File: config.mk
export PLATFORM = sky130hd
export DESIGN_NAME = spi_peripheral_w_cs_flat
export DESIGN_NICKNAME = d
export VERILOG_FILES = /design/src/rtl/spi_pkg.sv /design/src/rtl/spi_peripheral_w_cs_if.sv /design/src/rtl/spi_sync_edge.sv /design/src/rtl/spi_peripheral_w_cs.sv /design/src/flat_wrapper.sv
export SDC_FILE = /design/constraint.sdc
export NUM_CORES = 1
export LEC_CHECK = 0
export ABC_AREA = 1
export CELL_PAD_IN_SITES_DETAIL_PLACEMENT = 0
export CELL_PAD_IN_SITES_GLOBAL_PLACEMENT = 1
export CORE_MARGIN = 4
export CORE_UTILIZATION = 39
export DETAILED_ROUTE_END_ITERATION = 8
export GPL_TIMING_DRIVEN = 0
export PLACE_DENSITY = 0.87
export SETUP_SLACK_MARGIN = 0.05
export SYNTH_ARGS = -nofsm -noshare
export SYNTH_HDL_FRONTEND = slang
export SYNTH_HIERARCHICAL = 1
export SYNTH_SLANG_ARGS = --single-unit
File: constraint.sdc
create_clock -name clk -period 1.5 [get_ports clk]
set_clock_uncertainty 0.15 [all_clocks]
set_input_delay 0.375 -clock clk [delete_from_list [all_inputs] [get_ports clk]]
set_output_delay 0.375 -clock clk [all_outputs]
set_load 0.02 [all_outputs]
File: src/rtl/spi_pkg.sv
// Shared SPI definitions: mode encoding helpers, peripheral state set and
// the default byte returned when the host has nothing queued.
package spi_pkg;

    typedef logic [1:0] spi_mode_t;

    typedef enum logic {
        IDLE   = 1'b0,
        ACTIVE = 1'b1
    } periph_state_t;

    localparam logic [7:0] DEF_IDLE_MISO_BYTE = 8'hFF;

    function automatic logic cpol(input spi_mode_t mode);
        return mode[1];
    endfunction

    function automatic logic cpha(input spi_mode_t mode);
        return mode[0];
    endfunction

endpackage

File: src/rtl/spi_peripheral_w_cs_if.sv
// Host-side byte handshake plus SPI pins of the peripheral endpoint.
// slave = the peripheral itself, master = host logic / external controller.
interface spi_peripheral_w_cs_if #(
    parameter int COUNT_W = 2
);
    logic [7:0]         i_MISO_Byte;
    logic               i_MISO_DV;
    logic               o_MISO_Ready;
    logic [7:0]         o_MOSI_Byte;
    logic               o_MOSI_DV;
    logic [COUNT_W-1:0] o_MOSI_Count;
    logic               o_Frame_Done;
    logic               o_Frame_Err;
    logic               SCK;
    logic               CS_L;
    logic               MOSI;
    logic               MISO;
    logic               o_MISO_En;

    modport slave (
        input  i_MISO_Byte, i_MISO_DV, SCK, CS_L, MOSI,
        output o_MISO_Ready, o_MOSI_Byte, o_MOSI_DV, o_MOSI_Count,
               o_Frame_Done, o_Frame_Err, MISO, o_MISO_En
    );

    modport master (
        output i_MISO_Byte, i_MISO_DV, SCK, CS_L, MOSI,
        input  o_MISO_Ready, o_MOSI_Byte, o_MOSI_DV, o_MOSI_Count,
               o_Frame_Done, o_Frame_Err, MISO, o_MISO_En
    );
endinterface

File: src/rtl/spi_sync_edge.sv
// SYNC_STAGES-deep (>= 2) synchronizer with registered rise/fall pulses.
// Edges are only reported once the pipeline has filled after reset.
module spi_sync_edge #(
    parameter int   SYNC_STAGES = 2,
    parameter logic RST_VAL     = 1'b0
) (
    input  logic clk,
    input  logic rst,
    input  logic din,
    output logic sync,
    output logic rise,
    output logic fall
);
    logic [SYNC_STAGES-1:0] pipe;
    logic [SYNC_STAGES-1:0] vld;
    logic                   prev;
    logic                   prev_vld;

    assign sync = pipe[SYNC_STAGES-1];

    // A level already present at reset release must not look like an edge.
    always_ff @(posedge clk or posedge rst) begin
        if (rst) begin
            pipe     <= {SYNC_STAGES{RST_VAL}};
            vld      <= '0;
            prev     <= RST_VAL;
            prev_vld <= 1'b0;
            rise     <= 1'b0;
            fall     <= 1'b0;
        end else begin
            pipe     <= {pipe[SYNC_STAGES-2:0], din};
            vld      <= {vld[SYNC_STAGES-2:0], 1'b1};
            prev     <= pipe[SYNC_STAGES-1];
            prev_vld <= vld[SYNC_STAGES-1];
            rise     <= vld[SYNC_STAGES-1] & prev_vld &  pipe[SYNC_STAGES-1] & ~prev;
            fall     <= vld[SYNC_STAGES-1] & prev_vld & ~pipe[SYNC_STAGES-1] &  prev;
        end
    end
endmodule

File: src/rtl/spi_peripheral_w_cs.sv
// SPI peripheral endpoint with CS_L-framed byte transfers, oversampled in clk.
// Optional SPI_PERIPH_FRAME_ERR_EN: flag frames ending on a partial byte.
module spi_peripheral_w_cs
    import spi_pkg::*;
#(
    parameter int         SPI_MODE         = 0,
    parameter int         MAX_BYTES_PER_CS = 2,
    parameter int         SYNC_STAGES      = 2,
    parameter logic [7:0] IDLE_MISO_BYTE   = DEF_IDLE_MISO_BYTE
) (
    input  logic                 clk,
    input  logic                 rst,
    spi_peripheral_w_cs_if.slave bus
);
    localparam int        COUNT_W        = $clog2(MAX_BYTES_PER_CS + 1);
    localparam spi_mode_t MODE           = spi_mode_t'(SPI_MODE);
    localparam logic      SAMPLE_ON_RISE = (cpol(MODE) == cpha(MODE));
    localparam logic      MODE_CPHA      = cpha(MODE);
    localparam logic [COUNT_W-1:0] IDX_MAX = COUNT_W'(MAX_BYTES_PER_CS);

    logic sck_sync_unused, sck_rise, sck_fall;
    logic cs_sync, cs_rise, cs_fall;
    logic mosi_sync, mosi_rise_unused, mosi_fall_unused;

    spi_sync_edge #(.SYNC_STAGES(SYNC_STAGES), .RST_VAL(1'b0)) u_sck (
        .clk(clk), .rst(rst), .din(bus.SCK),
        .sync(sck_sync_unused), .rise(sck_rise), .fall(sck_fall));

    spi_sync_edge #(.SYNC_STAGES(SYNC_STAGES), .RST_VAL(1'b1)) u_cs (
        .clk(clk), .rst(rst), .din(bus.CS_L),
        .sync(cs_sync), .rise(cs_rise), .fall(cs_fall));

    spi_sync_edge #(.SYNC_STAGES(SYNC_STAGES), .RST_VAL(1'b0)) u_mosi (
        .clk(clk), .rst(rst), .din(bus.MOSI),
        .sync(mosi_sync), .rise(mosi_rise_unused), .fall(mosi_fall_unused));

    periph_state_t      state;
    logic [2:0]         bit_cnt;
    logic [COUNT_W-1:0] byte_idx;
    logic [COUNT_W-1:0] mosi_cnt;
    logic [7:0]         rx_sr, tx_sr, hold, mosi_byte;
    logic               ready, mosi_dv, frame_done, frame_err, miso;
    logic               sample_edge, shift_edge, partial;
    logic [7:0]         next_tx;

    assign sample_edge = SAMPLE_ON_RISE ? sck_rise : sck_fall;
    assign shift_edge  = SAMPLE_ON_RISE ? sck_fall : sck_rise;
    assign next_tx     = ready ? IDLE_MISO_BYTE : hold;

`ifdef SPI_PERIPH_FRAME_ERR_EN
    assign partial = (bit_cnt != 3'd0);
`else
    assign partial = 1'b0;
`endif

    always_ff @(posedge clk or posedge rst) begin
        if (rst) begin
            state      <= IDLE;
            bit_cnt    <= '0;
            byte_idx   <= '0;
            mosi_cnt   <= '0;
            rx_sr      <= '0;
            tx_sr      <= '0;
            hold       <= '0;
            mosi_byte  <= '0;
            ready      <= 1'b1;
            mosi_dv    <= 1'b0;
            frame_done <= 1'b0;
            frame_err  <= 1'b0;
            miso       <= 1'b1;
        end else begin
            mosi_dv    <= 1'b0;
            frame_done <= 1'b0;
            frame_err  <= 1'b0;

            if (bus.i_MISO_DV && ready) begin
                hold  <= bus.i_MISO_Byte;
                ready <= 1'b0;
            end

            if (cs_rise) begin
                state      <= IDLE;
                frame_done <= 1'b1;
                frame_err  <= partial;
                bit_cnt    <= '0;
                byte_idx   <= '0;
                miso       <= 1'b1;
            end else begin
                case (state)
                    IDLE: begin
                        if (cs_fall) begin
                            state   <= ACTIVE;
                            bit_cnt <= '0;
                            rx_sr   <= '0;
                            if (!ready) ready <= 1'b1;
                            // CPHA=0 needs bit7 on the wire before the first sample edge.
                            if (!MODE_CPHA) begin
                                miso  <= next_tx[7];
                                tx_sr <= {next_tx[6:0], 1'b0};
                            end else begin
                                tx_sr <= next_tx;
                            end
                        end
                    end
                    ACTIVE: begin
                        if (sample_edge) begin
                            rx_sr   <= {rx_sr[6:0], mosi_sync};
                            bit_cnt <= bit_cnt + 3'd1;
                            if (bit_cnt == 3'd7) begin
                                mosi_byte <= {rx_sr[6:0], mosi_sync};
                                mosi_dv   <= 1'b1;
                                mosi_cnt  <= byte_idx;
                                if (byte_idx != IDX_MAX) byte_idx <= byte_idx + 1'b1;
                                tx_sr     <= next_tx;
                                if (!ready) ready <= 1'b1;
                            end
                        end
                        if (shift_edge) begin
                            miso  <= tx_sr[7];
                            tx_sr <= {tx_sr[6:0], 1'b0};
                        end
                    end
                    default: state <= IDLE;
                endcase
            end
        end
    end

    assign bus.o_MISO_Ready = ready;
    assign bus.o_MOSI_Byte  = mosi_byte;
    assign bus.o_MOSI_DV    = mosi_dv;
    assign bus.o_MOSI_Count = mosi_cnt;
    assign bus.o_Frame_Done = frame_done;
    assign bus.o_Frame_Err  = frame_err;
    assign bus.MISO         = miso;
    assign bus.o_MISO_En    = ~cs_sync;
endmodule
File: src/flat_wrapper.sv
// flat-port wrapper written by rule: the top's interface ports become plain ports
module spi_peripheral_w_cs_flat import spi_pkg::*;
#(
    parameter int         SPI_MODE         = 0,
    parameter int         MAX_BYTES_PER_CS = 2,
    parameter int         SYNC_STAGES      = 2,
    parameter logic [7:0] IDLE_MISO_BYTE   = DEF_IDLE_MISO_BYTE
)
  (clk, rst, bus_i_MISO_Byte, bus_i_MISO_DV, bus_SCK, bus_CS_L, bus_MOSI, bus_o_MISO_Ready, bus_o_MOSI_Byte, bus_o_MOSI_DV, bus_o_MOSI_Count, bus_o_Frame_Done, bus_o_Frame_Err, bus_MISO, bus_o_MISO_En);
  spi_peripheral_w_cs_if bus_i ();
  input  logic clk;
  input  logic rst;
  input wire logic [$bits(bus_i.i_MISO_Byte)-1:0] bus_i_MISO_Byte;
  input wire logic [$bits(bus_i.i_MISO_DV)-1:0] bus_i_MISO_DV;
  input wire logic [$bits(bus_i.SCK)-1:0] bus_SCK;
  input wire logic [$bits(bus_i.CS_L)-1:0] bus_CS_L;
  input wire logic [$bits(bus_i.MOSI)-1:0] bus_MOSI;
  output wire logic [$bits(bus_i.o_MISO_Ready)-1:0] bus_o_MISO_Ready;
  output wire logic [$bits(bus_i.o_MOSI_Byte)-1:0] bus_o_MOSI_Byte;
  output wire logic [$bits(bus_i.o_MOSI_DV)-1:0] bus_o_MOSI_DV;
  output wire logic [$bits(bus_i.o_MOSI_Count)-1:0] bus_o_MOSI_Count;
  output wire logic [$bits(bus_i.o_Frame_Done)-1:0] bus_o_Frame_Done;
  output wire logic [$bits(bus_i.o_Frame_Err)-1:0] bus_o_Frame_Err;
  output wire logic [$bits(bus_i.MISO)-1:0] bus_MISO;
  output wire logic [$bits(bus_i.o_MISO_En)-1:0] bus_o_MISO_En;
  assign bus_i.i_MISO_Byte = bus_i_MISO_Byte;
  assign bus_i.i_MISO_DV = bus_i_MISO_DV;
  assign bus_i.SCK = bus_SCK;
  assign bus_i.CS_L = bus_CS_L;
  assign bus_i.MOSI = bus_MOSI;
  assign bus_o_MISO_Ready = bus_i.o_MISO_Ready;
  assign bus_o_MOSI_Byte = bus_i.o_MOSI_Byte;
  assign bus_o_MOSI_DV = bus_i.o_MOSI_DV;
  assign bus_o_MOSI_Count = bus_i.o_MOSI_Count;
  assign bus_o_Frame_Done = bus_i.o_Frame_Done;
  assign bus_o_Frame_Err = bus_i.o_Frame_Err;
  assign bus_MISO = bus_i.MISO;
  assign bus_o_MISO_En = bus_i.o_MISO_En;
  spi_peripheral_w_cs #(.SPI_MODE(SPI_MODE), .MAX_BYTES_PER_CS(MAX_BYTES_PER_CS), .SYNC_STAGES(SYNC_STAGES), .IDLE_MISO_BYTE(IDLE_MISO_BYTE)) u_core (.clk(clk), .rst(rst), .bus(bus_i));
endmodule
# Yosys cells after proc, flatten, opt, wreduce, memory -nomap -nowiden
# Cells that the tools add are included.
dict set report word_totals {
  memories 0
  regBits 61
  wordCells 100
  rom_bits 0
  in_bits 14
  latchBits 0
  ram_bits 0
  out_inout_bits 16
}
dict set report classes {
  magnitude_cmp 0
  bitwise_logic 16
  mul 0
  muxes 37
  reduce_logical 11
  n_eq_ne 9
  add_sub_neg 2
  div 0
  n_shift 0
}
# operator count
set op_table {}
lappend op_table {{$mux W8} 5}
lappend op_table {{$mux W1} 17}
lappend op_table {{$pmux W8 S2} 1}
lappend op_table {{$ne A3 B3 Y1 const B} 5}
lappend op_table {{$mux W7} 2}
lappend op_table {{$pmux W7 S2} 1}
lappend op_table {{$reduce_and A4 Y1} 3}
lappend op_table {{$and A1 B1 Y1} 10}
lappend op_table {{$mux W2} 5}
lappend op_table {{$mux W3} 3}
lappend op_table {{$reduce_bool A2 Y1} 4}
lappend op_table {{$ne A2 B2 Y1 const B} 3}
lappend op_table {{$not A1 Y1} 6}
lappend op_table {{$pmux W3 S2} 1}
lappend op_table {{$pmux W1 S2} 2}
lappend op_table {{$reduce_and A2 Y1} 2}
lappend op_table {{$add A3 B1 Y3 const B} 1}
lappend op_table {{$eq A3 B3 Y1 const B} 1}
lappend op_table {{$reduce_and A3 Y1} 1}
lappend op_table {{$add A2 B1 Y2 const B} 1}
lappend op_table {{$logic_and A1 B1 Y1} 1}

# Longest topological paths before layout
# Gate-level depths: netlist of run 1.
dict set report logic_depth {
  word_depth 7
  ltp_mapped 8
}

# By module
# The synthesis of run 1 kept the hierarchy.
# module cells_each n_inst seq_area_each_um2 area_per_inst_um2
set by_module_without_submodules {}
lappend by_module_without_submodules {spi_peripheral_w_cs 249 1 1078.5 2097.0}
lappend by_module_without_submodules {{spi_sync_edge (u_core.u_mosi ...)} 17 2 200.2 234.0}
lappend by_module_without_submodules {{spi_sync_edge (u_core.u_cs)} 17 1 203.9 237.7}

# Worst setup path after synthesis of run 1
# Ideal clock, no wire load.
dict set report synth_path {
  path_kind {reg-to-reg}
  start {register u_core.bit_cnt[0]}
  end {register u_core.tx_sr[0]}
  t_arrival_ns 1.355
  stages_incl_launch_ff 8
  setup_time_ns 0.077
  setup_slack_ns -0.081
  path_cell_list {dfrtp_1 -> ha_1 -> ha_1 -> nand2_1 -> inv_1 -> o21ai_4 -> nand2_1 -> o21ai_1}
}
dict set report synth_via {
  elab_chain_cells 3
}
# element line_no
set synth_rtl {}
lappend synth_rtl {{start, declared} spi_peripheral_w_cs.sv:38} ;# logic [2:0] bit_cnt;
lappend synth_rtl {{start signal, assigned} spi_peripheral_w_cs.sv:108} ;# bit_cnt <= bit_cnt + 3'd1;
lappend synth_rtl {{$eq A3 B3 Y1} spi_peripheral_w_cs.sv:109} ;# if (bit_cnt == 3'd7) begin
lappend synth_rtl {{$ne A3 B3 Y1 (no source line)} -}
lappend synth_rtl {{$reduce_and A4 Y1 (no source line)} -}
lappend synth_rtl {{end signal, assigned} spi_peripheral_w_cs.sv:101} ;# tx_sr <= next_tx;
lappend synth_rtl {{end signal, assigned} spi_peripheral_w_cs.sv:114} ;# tx_sr <= next_tx;
lappend synth_rtl {{end signal, assigned} spi_peripheral_w_cs.sv:120} ;# tx_sr <= {tx_sr[6:0], 1'b0};
lappend synth_rtl {{end, declared} spi_peripheral_w_cs.sv:41} ;# logic [7:0] rx_sr, tx_sr, hold, mosi_byte;
# Every way passes these cells.
# A chain may end at the register's enable or synchronous reset.

# Final worst setup path of run 1
dict set report layout_path {
  start {register u_core.u_cs.pipe[1]}
  end {output bus_o_MISO_En}
}
dict set report layout_via {
  elab_chain_cells 1
}
# element line_no
set layout_rtl {}
lappend layout_rtl {{start, declared} spi_sync_edge.sv:14} ;# logic [SYNC_STAGES-1:0] pipe;
lappend layout_rtl {{start signal, assigned} spi_sync_edge.sv:24} ;# pipe <= {SYNC_STAGES{RST_VAL}};
lappend layout_rtl {{start signal, assigned} spi_sync_edge.sv:31} ;# pipe <= {pipe[SYNC_STAGES-2:0], din};
lappend layout_rtl {{$not A1 Y1} spi_peripheral_w_cs.sv:136} ;# assign bus.o_MISO_En = ~cs_sync;
lappend layout_rtl {{end, declared} flat_wrapper.sv:25} ;# output wire logic [$bits(bus_i.o_MISO_En)-1:0] bus_o_MISO_En;
# Every way passes these cells.

==> results of run 1 <==
==> layout make-up <==
class | count | area share
buffer | 8 | 0.0229
clock buffer | 9 | 0.0366
clock inverter | 7 | 0.0233
inverter | 34 | 0.0433
multi-input combinational | 184 | 0.282
sequential | 61 | 0.454
tap | 77 | 0.0285
timing repair buffer | 40 | 0.105
timing repair inverter | 2 | 0.00370
==> metal layers <==
layer | global-route usage | vias to the layer above | wire [um]
li1 | - | 982 | -
met1 | 0.169 | 931 | 2480
met2 | 0.222 | 39 | 2560
met3 | 0.0543 | 5 | 257
met4 | 0.0344 | 0 | 52
met5 | 0 | - | 0
==> layout by cell type, fill, tap and decap left out, drive strengths merged <==
master         count
a21oi             10
buf               34
bufinv             1
clkbuf            10
clkdlybuf4s50     13
clkinv             3
clkinvlp           4
conb               3
dfrtp             56
dfstp              5
ha                 3
inv               35
nand2            113
nand3              3
nor2              22
nor3               1
o21ai             29
==> per-stage QoR <==
step	util	std cells	hold WS [ps]
floorplan	-	286	-33.8
global route	0.526	422	207
finish	0.526	422	200
detailed placement	0.471	391	185
CTS	0.502	411	137
global placement	0.471	391	182
==> path summary, 6_finish.rpt <==
path / startpoint / to / slack, ps / cells past startpoint
worst min-delay path: u_core/u_sck/pipe[0] / u_core/u_sck/pipe[1] / 200 / 0
worst min register to register: u_core/u_sck/pipe[0] / u_core/u_sck/pipe[1] / 200 / 0
worst max register to register: u_core/bit_cnt[0] / u_core/tx_sr[0] / 20 / 7
worst max-delay path: u_core/u_cs/pipe[1] / bus_o_MISO_En / -60 / 2
max in group asynchronous: rst / u_core/bus.o_MISO_Ready / 400 / 2
min in group asynchronous: rst / u_core/u_mosi/pipe[1] / 270 / 2
==> sequential cells by signal, indices dropped and copies added (netlist names), 3 cells and up <==
name                    count
u_core/bus.o_MOSI_Byte      8
u_core/hold                 8
u_core/tx_sr                8
u_core/rx_sr                7
u_core/bit_cnt              3
==> power by group through the flow <==
stage | combinational, mW | sequential, mW | clock [mW]
after floorplan | 0.745 | 2.12 | 0
after global placement | 1.02 | 2.14 | 0
after detailed placement | 1.04 | 2.14 | 0
after CTS | 1.09 | 2.12 | 1.55
after global routing | 1.28 | 2.15 | 1.62
final | 1.12 | 2.12 | 1.50
==> worst max-delay path: stages, from the launching register on <==
cell	delay, ps
dfstp_2	540
inv_2	40
buf_6	120
==> what timing repair did <==
item	CTS	global route
endpoints found under the hold margin	0	0
pin swaps	11	11
endpoints found under the setup margin	26	80
cloned	1	2
setup buffers	3	9
resized for setup	74	29
==> run summary, run 1 <==
Total design power -> 4.73 mW
Cts hold-fix bufs -> 0
CTS buffer count -> 9
Area of the multi-input gates -> 955 um2
Peak Freq -> 0.641 GHz
Area Overhead vs Synth -> 28.9%
# IOs -> 30
Syn_nets -> 303
PD cells -> 1400 nW/um2
RSZ-0062 raised after global routing -> true
Row Count -> 29
Clock period minus worst slack -> 1560 ps
DR iter-0 viols -> 87
Final nets -> 357
Clock Power Share -> 0.317
Setup tns final -> -84.0 ps
Initial antenna violation count -> 0
Worst-case vdd ir drop -> 662 uV
Die height -> 90 um
# setup viols final -> 3
Max Slew Vio Count -> 0
Critical path arrival -> 1030 ps
Clock Sinks -> 61
PortBufs -> 28
DRT Pass-1 Iters -> 4
Area after DPL -> 3030 um2
Total grt overflow -> 0
CTS Root Cell -> clkbuf_8
Placer congestion estimate -> 0.773
Reg area -> 1540 um2
Max-cap violations -> 0
Die span in x -> 90 um
Worst-path clk slew -> 80 ps
Remaining antenna violation count -> 0
Worst Setup Start Kind -> flop
Final worst slack -> -59.9 ps
Max clock buf depth -> 2
Core area -> 6420 um2
Synthesized area per cell -> 9.17 um2
First-pass GRT wire length -> 8970 um
Share of layout cells above drive strength 1 -> 0.284
DP Worst Slack -> -249 ps
DRC Markers -> 0
Worst Hold Class -> reg2reg
Worst-margin pin slew -> 507 ps
Max_slew headroom -> 0.661
Layout fillers -> 590
P_int -> 3.17 mW
Sequential power share -> 0.447
Vias in the first global route -> 1945
Switching share of power -> 0.331
Hold Vio Cnt, Final -> 0
Wire length per cell -> 12.7 um
Gate Count Post-Synth -> 286
Crit-path max FO -> 2
Synth warnings -> 6
Initial Util -> 0.408
Diode count -> 0
Die area -> 8100 um2
Lkg Pwr -> 1.71 nW
Vias/cell -> 4.64
Finished Cell Area -> 3380 um2
Skew-Pair Late Insertion Delay -> 340 ps
CTS tree -> done
GR Util All Layers -> 0.136
Worst setup EP type -> primary output
Failing checks -> negative setup slack
Outcome -> complete, but fails checks
Largest net degree at the start of global routing -> 44
DRT Wirelength -> 5350 um
Period utilisation layout -> 1.04
Crit Path Class -> reg2out
HPWL Detailed -> 3380 um
Critical Path RT -> 970 ps
Post-Syn Area -> 2620 um2
Detailed-route via count -> 1957
H-Tree Level Count -> 3
Net Sw Power -> 1.57 mW
Combinational power share -> 0.236
(Power assumes the default switching activity.)
==> run 2: changes to the inputs <==
--- a/config.mk
+++ b/config.mk
@@ -6,15 +6,15 @@
 export NUM_CORES = 1
 export LEC_CHECK = 0
 export ABC_AREA = 1
-export CELL_PAD_IN_SITES_DETAIL_PLACEMENT = 0
-export CELL_PAD_IN_SITES_GLOBAL_PLACEMENT = 1
 export CORE_MARGIN = 4
-export CORE_UTILIZATION = 39
+export CORE_UTILIZATION = 50
 export DETAILED_ROUTE_END_ITERATION = 8
 export GPL_TIMING_DRIVEN = 0
+export HOLD_SLACK_MARGIN = 0.05
 export PLACE_DENSITY = 0.87
 export SETUP_SLACK_MARGIN = 0.05
 export SYNTH_ARGS = -nofsm -noshare
 export SYNTH_HDL_FRONTEND = slang
 export SYNTH_HIERARCHICAL = 1
 export SYNTH_SLANG_ARGS = --single-unit
+export TNS_END_PERCENT = 100
==> run 2 against run 1 <==
Compared with the run above:
- the run still ends with negative setup slack left
- non-clock buffer count unchanged
- final area is 0.30% higher
- global-route usage grew 4.9 points
- highest routed layer unchanged
==> run summary, run 2 (synthesis results as in run 1) <==
Worst-case vdd ir drop -> 787 uV
Vias/cell -> 4.88
First-pass GRT wire length -> 8870 um
Remaining antenna violation count -> 0
CTS buffer count -> 9
Worst Setup Start Kind -> flop
RSZ-0062 raised after global routing -> true
Worst Hold Class -> reg2reg
Core area -> 5110 um2
GR Util All Layers -> 0.186
Share of layout cells above drive strength 1 -> 0.290
Combinational power share -> 0.247
Final worst slack -> -66.1 ps
Core Util, Final -> 0.664
Setup tns final -> -119 ps
P_int -> 3.25 mW
Final nets -> 357
Critical path's slowest cell -> dfstp_2
Largest net degree at the start of global routing -> 44
Period utilisation layout -> 1.04
Critical Path RT -> 970 ps
Most frequent cells in the layout -> nand2_1 (107), dfrtp_1 (53), inv_1 (27), nor2_1 (18), o21ai_2 (15)
DR iter-0 viols -> 175
Lkg Pwr -> 1.70 nW
Failing checks -> negative setup slack
Finished Cell Area -> 3390 um2
Worst setup EP type -> primary output
Worst path buffer plus inverter count -> 2
Crit-path max FO -> 2
Net Sw Power -> 1.59 mW
DP Worst Slack -> -250 ps
CTS Root Cell -> clkbuf_8
Initial antenna violation count -> 0
Largest delay share family, worst path -> flip-flops
Initial Util -> 0.513
Max Slew Vio Count -> 0
# setup viols final -> 3
Max clock buf depth -> 2
PD cells -> 1430 nW/um2
DRT Pass-1 Iters -> 4
Most common cell after layout, fill and taps aside -> nand2_1
Wire length per cell -> 13.9 um
Vias in the first global route -> 1917
H-Tree Level Count -> 3
Clock period minus worst slack -> 1570 ps
Placed Instances -> 384
DRC Markers -> 0
PortBufs -> 28
Area Overhead vs Synth -> 29.3%
Die span in x -> 80.4 um
Clock Power Share -> 0.313
Worst path cell trace -> inv_2 > buf_6
HPWL Detailed -> 3370 um
Worst-margin pin slew -> 509 ps
Detailed-route via count -> 2026
Critical path arrival -> 1040 ps
Hold slack final -> 200 ps
Cts hold-fix bufs -> 0
Sequential power share -> 0.440
Skew-Pair Late Insertion Delay -> 340 ps
Peak Freq -> 0.639 GHz
Crit Path Class -> reg2out
Switching share of power -> 0.329
Outcome -> complete, but fails checks
Placer congestion estimate -> 0.845
CTS tree -> done
Row Count -> 26
Clock Sinks -> 61
Slowest stage delay, CP -> 550 ps
Total grt overflow -> 0
Area after DPL -> 3020 um2
DRT Wirelength -> 5750 um
Die area -> 6470 um2
Final non-filler cell total -> 415
Max-cap violations -> 0
Worst-path clk slew -> 70 ps
# IOs -> 30
Diode count -> 0
Hold Vio Cnt, Final -> 0
Die height -> 80.4 um
Max_slew headroom -> 0.660
Total design power -> 4.84 mW
run 2: repair_timing:
item,4_1_cts,5_1_grt
setup buffers,2,10
endpoints found under the setup margin,25,83
resized for setup,74,27
cloned,1,2
pin swaps,17,8
run 2: power by group through the flow:
stage / sequential (mW) / combinational [mW] / clock (mW)
finish: 2.13 / 1.20 / 1.52
global route: 2.16 / 1.35 / 1.64
CTS: 2.12 / 1.08 / 1.54
detailed placement: 2.14 / 1.03 / 0
global placement: 2.13 / 0.997 / 0
floorplan: 2.12 / 0.745 / 0
run 2: final cells by class:
cell class | count | area [um2]
plain buffers | 8 | 81.3
clock buffers | 10 | 138
clock inverters | 6 | 70.1
fillers | 390 | 1720
inverters | 34 | 144
multi-input cells | 184 | 957
flip-flops and latches | 61 | 1540
well taps | 70 | 87.6
repair buffers | 40 | 364
repair inverters | 2 | 12.5
run 2: path summary, 6_finish.rpt:
| check | endpoint | from | cells after the start | slack [ps] |
|---|---|---|---|---|
| min in group asynchronous | u_core/u_mosi/pipe[1] | rst | 2 | 260 |
| worst min-delay path | u_core/u_sck/vld[1] | u_core/u_sck/vld[0] | 0 | 200 |
| worst max-delay path | bus_o_MISO_En | u_core/u_cs/pipe[1] | 2 | -70 |
| worst min register to register | u_core/u_sck/vld[1] | u_core/u_sck/vld[0] | 0 | 200 |
| worst max register to register | u_core/byte_idx[0] | u_core/bit_cnt[0] | 7 | 20 |
| max in group asynchronous | u_core/bus.MISO | rst | 2 | 420 |
run 2: layer usage:
metal | vias to the layer above | wire, um | GRT usage
met3 | 17 | 320 | 0.0785
met1 | 960 | 2420 | 0.222
met4 | 0 | 127 | 0.0659
met2 | 68 | 2880 | 0.299
li1 | 981 | - | -
met5 | - | 0 | 0
